==> src/rtl/fifo_tmr_pkg.sv <==
// rtl/fifo_tmr_pkg.sv - shared constants, scrub FSM states and majority vote for the TMR FIFO
package fifo_tmr_pkg;

  localparam int DEFAULT_WIDTH_SIZE   = 64;
  localparam int DEFAULT_ADDRESS_SIZE = 10;

  typedef enum logic [2:0] {
    S_IDLE,
    S_RD,
    S_CMP,
    S_WB,
    S_ADV,
    S_DONE
  } scrub_state_t;

  function automatic logic maj3(input logic a, input logic b, input logic c);
    return (a & b) | (a & c) | (b & c);
  endfunction

endpackage

==> src/rtl/fifo_tmr_scrubber_vote.sv <==
// rtl/fifo_tmr_scrubber_vote.sv - combinational bitwise vote of three copies with mismatch/fatal flags
module tmr_vote_check
  import fifo_tmr_pkg::*;
#(
  parameter int WIDTH = DEFAULT_WIDTH_SIZE
) (
  input  logic [WIDTH-1:0] i_a,
  input  logic [WIDTH-1:0] i_b,
  input  logic [WIDTH-1:0] i_c,
  output logic [WIDTH-1:0] o_voted,
  output logic             o_mismatch,
  output logic             o_fatal
);

  for (genvar i = 0; i < WIDTH; i++) begin : g_vote
    assign o_voted[i] = maj3(i_a[i], i_b[i], i_c[i]);
  end

  assign o_mismatch = (i_a != o_voted) || (i_b != o_voted) || (i_c != o_voted);
  // Pairwise-distinct copies leave no trustworthy majority for the word.
  assign o_fatal    = (i_a != i_b) && (i_b != i_c) && (i_a != i_c);

endmodule

==> src/rtl/fifo_tmr_scrubber.sv <==
// rtl/fifo_tmr_scrubber.sv - TMR memory scrub controller and write-port arbiter (FIFO writes win)
// Optional macro SCRUB_PERIODIC_EN adds an internal start every SCRUB_PERIOD idle cycles.
module fifo_tmr_scrubber
  import fifo_tmr_pkg::*;
#(
  parameter int WIDTH_SIZE   = DEFAULT_WIDTH_SIZE,
  parameter int ADDRESS_SIZE = DEFAULT_ADDRESS_SIZE,
  parameter int COUNT_WIDTH  = 16,
  parameter int SCRUB_PERIOD = 1000000
) (
  input  logic                    write_clk,
  input  logic                    write_reset,
  input  logic                    write_enable,
  input  logic                    write_full,
  input  logic [ADDRESS_SIZE-1:0] write_address,
  input  logic [WIDTH_SIZE-1:0]   write_data,
  input  logic                    scrub_start,
  input  logic                    scrub_abort,
  output logic [ADDRESS_SIZE-1:0] scrub_address,
  input  logic [WIDTH_SIZE-1:0]   scrub_data1,
  input  logic [WIDTH_SIZE-1:0]   scrub_data2,
  input  logic [WIDTH_SIZE-1:0]   scrub_data3,
  output logic                    mem_write_enable,
  output logic                    mem_write_full,
  output logic [ADDRESS_SIZE-1:0] mem_write_address,
  output logic [WIDTH_SIZE-1:0]   mem_write_data,
  output logic                    scrub_busy,
  output logic                    scrub_done,
  output logic                    scrub_fatal,
  output logic [COUNT_WIDTH-1:0]  corrected_count
);

  scrub_state_t            r_state, w_next;
  logic [ADDRESS_SIZE-1:0] r_ptr;
  logic [WIDTH_SIZE-1:0]   r_a, r_b, r_c;
  logic [WIDTH_SIZE-1:0]   w_voted;
  logic                    r_fatal;
  logic [COUNT_WIDTH-1:0]  r_count;
  logic                    w_mismatch, w_fatal;
  logic                    w_user_wr, w_collide, w_scrub_wr, w_start, w_auto_start;

  tmr_vote_check #(.WIDTH(WIDTH_SIZE)) u_vote (
    .i_a       (r_a),
    .i_b       (r_b),
    .i_c       (r_c),
    .o_voted   (w_voted),
    .o_mismatch(w_mismatch),
    .o_fatal   (w_fatal)
  );

`ifdef SCRUB_PERIODIC_EN
  localparam int PW = $clog2(SCRUB_PERIOD + 1);
  logic [PW-1:0] r_period_cnt;

  always_ff @(posedge write_clk or posedge write_reset) begin
    if (write_reset) begin
      r_period_cnt <= '0;
    end else if (r_state != S_IDLE || w_auto_start) begin
      r_period_cnt <= '0;
    end else begin
      r_period_cnt <= r_period_cnt + 1'b1;
    end
  end

  assign w_auto_start = (r_state == S_IDLE) && (r_period_cnt == PW'(SCRUB_PERIOD - 1));
`else
  // Constant 0: without the counter only scrub_start begins a pass.
  assign w_auto_start = (SCRUB_PERIOD < 0);
`endif

  assign w_start   = scrub_start | w_auto_start;
  assign w_user_wr = write_enable & ~write_full;
  // A user write to the scrubbed word carries newer data, so the writeback is dropped.
  assign w_collide = w_user_wr && (write_address == r_ptr);

  always_ff @(posedge write_clk or posedge write_reset) begin
    if (write_reset) begin
      r_state <= S_IDLE;
    end else begin
      r_state <= w_next;
    end
  end

  always_comb begin
    w_next     = r_state;
    w_scrub_wr = 1'b0;
    case (r_state)
      S_IDLE: if (w_start) w_next = S_RD;
      S_RD:   w_next = S_CMP;
      S_CMP:  w_next = (w_mismatch && !w_fatal && !w_collide) ? S_WB : S_ADV;
      S_WB: begin
        w_scrub_wr = !w_user_wr && !scrub_abort;
        if (w_scrub_wr || w_collide) w_next = S_ADV;
      end
      S_ADV:  w_next = (r_ptr == '1) ? S_DONE : S_RD;
      S_DONE: w_next = S_IDLE;
      default: w_next = S_IDLE;
    endcase
    if (scrub_abort && r_state != S_IDLE) w_next = S_IDLE;
  end

  always_ff @(posedge write_clk or posedge write_reset) begin
    if (write_reset) begin
      r_ptr   <= '0;
      r_a     <= '0;
      r_b     <= '0;
      r_c     <= '0;
      r_fatal <= 1'b0;
      r_count <= '0;
    end else begin
      case (r_state)
        S_IDLE: if (w_start) begin
          r_ptr   <= '0;
          r_fatal <= 1'b0;
          r_count <= '0;
        end
        S_RD: begin
          r_a <= scrub_data1;
          r_b <= scrub_data2;
          r_c <= scrub_data3;
        end
        S_CMP: if (w_fatal) r_fatal <= 1'b1;
        S_WB:  if (w_scrub_wr && r_count != '1) r_count <= r_count + 1'b1;
        S_ADV: if (r_ptr != '1) r_ptr <= r_ptr + 1'b1;
        default: ;
      endcase
    end
  end

  assign mem_write_enable  = w_scrub_wr ? 1'b1    : write_enable;
  assign mem_write_full    = w_scrub_wr ? 1'b0    : write_full;
  assign mem_write_address = w_scrub_wr ? r_ptr   : write_address;
  assign mem_write_data    = w_scrub_wr ? w_voted : write_data;

  assign scrub_address   = r_ptr;
  assign scrub_busy      = (r_state != S_IDLE);
  assign scrub_done      = (r_state == S_DONE);
  assign scrub_fatal     = r_fatal;
  assign corrected_count = r_count;

endmodule

==> config.mk <==
export PLATFORM = sky130hd
export DESIGN_NAME = fifo_tmr_scrubber
export DESIGN_NICKNAME = d
export VERILOG_FILES = /design/src/rtl/fifo_tmr_pkg.sv /design/src/rtl/fifo_tmr_scrubber_vote.sv /design/src/rtl/fifo_tmr_scrubber.sv
export SDC_FILE = /design/constraint.sdc
export NUM_CORES = 1
export LEC_CHECK = 0
export ABC_AREA = 1
export ABC_CLOCK_PERIOD_IN_PS = 8300
export CAP_MARGIN = 20
export CORE_ASPECT_RATIO = 0.7
export CORE_MARGIN = 5
export CORE_UTILIZATION = 38
export CTS_BUF_LIST = sky130_fd_sc_hd__clkbuf_4
export DETAILED_ROUTE_END_ITERATION = 8
export HOLD_SLACK_MARGIN = 0.1
export PLACE_DENSITY = 0.69
export SLEW_MARGIN = 25
export SYNTH_ARGS = -nofsm -noshare
export SYNTH_HDL_FRONTEND = slang
export SYNTH_SLANG_ARGS = --single-unit
==> constraint.sdc <==
create_clock -name write_clk -period 8.3 [get_ports write_clk]
set_input_delay 1.245 -clock write_clk [delete_from_list [all_inputs] [get_ports write_clk]]
set_output_delay 1.245 -clock write_clk [all_outputs]
set_load 0.005 [all_outputs]
==> results.sh <==
export IMPL_numCtsBuffers=67
export IMPL_cts_post_setup_buffers_inserted=0
export IMPL_num_nets_final=3351
export IMPL_most_common_layout_cells="642 x nand2_1, 380 x nor2_1, 377 x inv_1"
export IMPL_antenna_found_initial=5
export IMPL_tritoncts="done"
export IMPL_drv_slew=0
export IMPL_wl_um=67970
export IMPL_synth_cell_types=38
export IMPL_synthSimpleGateAreaFrac=0.3367
export IMPL_clockBufferDepth=3
export IMPL_vias_per_cell=5.206
export IMPL_synth_ff_type="dfrtp_1"
export IMPL_grt_pass1_vias=17570
export IMPL_criticalPathCategory="input pin to output pin"
export IMPL_max_slew_worst_pin_slew_ns=0.9148
export IMPL_setup_viol=0
export IMPL_io_buffers=376
export IMPL_hold_viol=0
export IMPL_drc=0
export IMPL_hold_class="flip-flop to flip-flop"
export IMPL_dieHeight_um=187.5
export IMPL_max_freq_ghz=0.1947
export IMPL_fin_skew_ns=0.03023
export IMPL_worstPathArrival_ns=3.89
export IMPL_grt_usage=0.2631
export IMPL_final_common_cell="nand2_1"
export IMPL_syn_nets=2958
export IMPL_clk_pin_slew_ns=0.05
export IMPL_worst_ir_drop_vdd_uv=280.3
export IMPL_nFillCells=4407
export IMPL_clk_latency_ns=0.77
export IMPL_period_needed_ns=5.135
export IMPL_cts_sinks=222
export IMPL_ys_ff_latch=222
export IMPL_yosys_area_top_type="dfrtp_1"
export IMPL_cp_max_fo=65
export IMPL_timing_slew_headroom=0.3902
export IMPL_synth_top_cell_area_share=0.3247
export IMPL_synth_area_per_cell_um2=6.867
export IMPL_overflow=0
export IMPL_wl_per_cell_um=19.21
export IMPL_num_rows=65
export IMPL_ctsResizeCount=0
export IMPL_dieArea_um2=49440
export IMPL_start_kind="input pin"
export IMPL_netlist_instances=2492
export IMPL_via_count=18420
export IMPL_fin_util=0.4972
export IMPL_core_area_um2=44810
export IMPL_syn_area_um2=17110
export IMPL_yosysWarnings=0
export IMPL_worstSetupEndpointType="output pin"
export IMPL_start_util=0.3819
export IMPL_drive_gt1_frac=0.05286
export IMPL_cp_required_ns=7.05
export IMPL_synthToLayoutAreaGrowth_pct=30.20
export IMPL_outcome="completed"
export IMPL_ys_seq_area_frac=0.3247
export IMPL_firstDrtPassIters=5
export IMPL_drtIter0Drc=1563
export IMPL_setup_tns_ns=0
export IMPL_rsz0062_at_grt="false"
export IMPL_io_pins=377
export IMPL_p_leak_nw=11.40
export IMPL_synth_xor_area_frac=0.004607
export IMPL_post_place_ws_ns=3.168
export IMPL_synth_compound_area_frac=0.08058
export IMPL_pwr_density_cell_nw_per_um2=395.1
export IMPL_ant_nets=0
export IMPL_dpl_hpwl_um=54830
export IMPL_cts_htree_levels=3
export IMPL_synthMuxAreaShare=0.01250
export IMPL_cts_root_buf="clkbuf_4"
export IMPL_cts_hold_buf=0
export IMPL_routabilityCongestion=0.9578
export IMPL_fin_ws_ns=3.165
export IMPL_synth_area_leaders="dfrtp_1 32%, ha_1 14%, nand2_1 14%, nor2_1 8.3%, inv_1 8.3%"
export IMPL_period_share=0.6187
export IMPL_synth_edf_count=0
export IMPL_die_w_um=263.6
export IMPL_synth_top_family_by_area="simple AND/OR/NAND/NOR gates"
export IMPL_synth_adder_area_share=0.1419
export IMPL_grt_start_max_net_pins=204
export IMPL_async_reset_ff_frac=1.000
export IMPL_grt_pass1_wl_um=100900
export IMPL_max_cap_violations=0
-- area by class of cell --
class                      instances  area (um2)  share of cell area
antenna                            4       10.01           0.0004493
clock buffer                      99       743.2             0.03336
clock inverter                    17       65.06            0.002920
inverter                         386        1456             0.06537
multi-input combinational       1826        9873              0.4432
sequential                       222        5555              0.2494
tap                              603       754.5             0.03386
timing repair buffer             382        3821              0.1715
-- stage by stage --
step / total power, mW / std cells / hold slack, ns / cell area, um2
after global placement: 7.430 / 3419 / 0.4703 / 21460
after floorplan: 5.476 / 2492 / 0.4763 / 17110
final: 8.803 / 3539 / 0.4999 / 22280
after global routing: 9.618 / 3538 / 0.5268 / 22280
after detailed placement: 7.612 / 3419 / 0.4931 / 21460
after CTS: 8.731 / 3535 / 0.5039 / 22270
-- state kept, by name (all words and copies together) (netlist names) --
signal / count
r_c: 64
r_state: 3
scrub_fatal: 1
corrected_count: 16
r_a: 64
r_b: 64
scrub_address: 10
-- path summary, 6_finish.rpt --
kind	startpoint	endpoint	slack, ns	depth (start not counted)
max in group asynchronous	write_reset	scrub_address[5]$_DFFE_PP0P_	5.86	3
setup reg to reg	r_a[45]$_DFFE_PP0P_	r_state[1]$_DFFE_PP0P_	5.56	15
hold reg to reg	scrub_fatal$_DFFE_PP0P_	scrub_fatal$_DFFE_PP0P_	0.50	2
hold / removal	scrub_fatal$_DFFE_PP0P_	scrub_fatal$_DFFE_PP0P_	0.50	2
min in group asynchronous	write_reset	r_a[50]$_DFFE_PP0P_	1.03	2
setup / recovery	write_full	mem_write_data[3]	3.16	9
-- metal layers --
layer  track usage  vias to the layer above  share of wire
li1              -                     8900              -
met1        0.3692                     8662           0.45
met2        0.3869                      724           0.42
met3       0.07962                      131          0.095
met4       0.08998                        6          0.034
met5             0                        -        0.00050
-- where the power goes --
part,internal [mW],switching (mW)
logic,1.83,3.73
clock network,0.543,0.539
registers,1.57,0.587
total,3.94,4.86
-- synthesized netlist by cell type, types with 2 or more instances --
master,count
nand2_1,642
nor2_1,380
inv_1,378
dfrtp_1,222
ha_1,194
a21oi_1,189
nand3_1,139
nand4_1,92
o21ai_0,35
clkbuf_1,34
nor4_1,30
a31oi_1,29
nand3b_1,28
mux2_2,19
buf_2,17
nor3_1,11
xor2_1,9
inv_2,8
buf_1,6
nor3_2,4
o22ai_1,3
nor2_4,2
nor3_4,2
nor3b_1,2
o21a_1,2
o21ai_1,2
or2_2,2
-- kinds of logic after synthesis --
| group | after synthesis |
|---|---|
| xor gates and xnor gates | 9 |
| AOI/OAI and AO/OA | 263 |
| adders and majority gates | 194 |
| muxes | 19 |
| buffers and inverters | 444 |
| DFF | 222 |
| and+or+nand+nor | 1341 |
-- worst max-delay path, stage by stage --
cell and delay (ns):
clkdlybuf4s50_1 0.45, inv_1 0.05, nand2_1 0.09, nand2_1 0.16, nor2_8 0.39, buf_4 0.60
nor2_1 0.11, a31oi_1 0.17, clkdlybuf4s50_1 0.53
(Power assumes the default switching activity.)
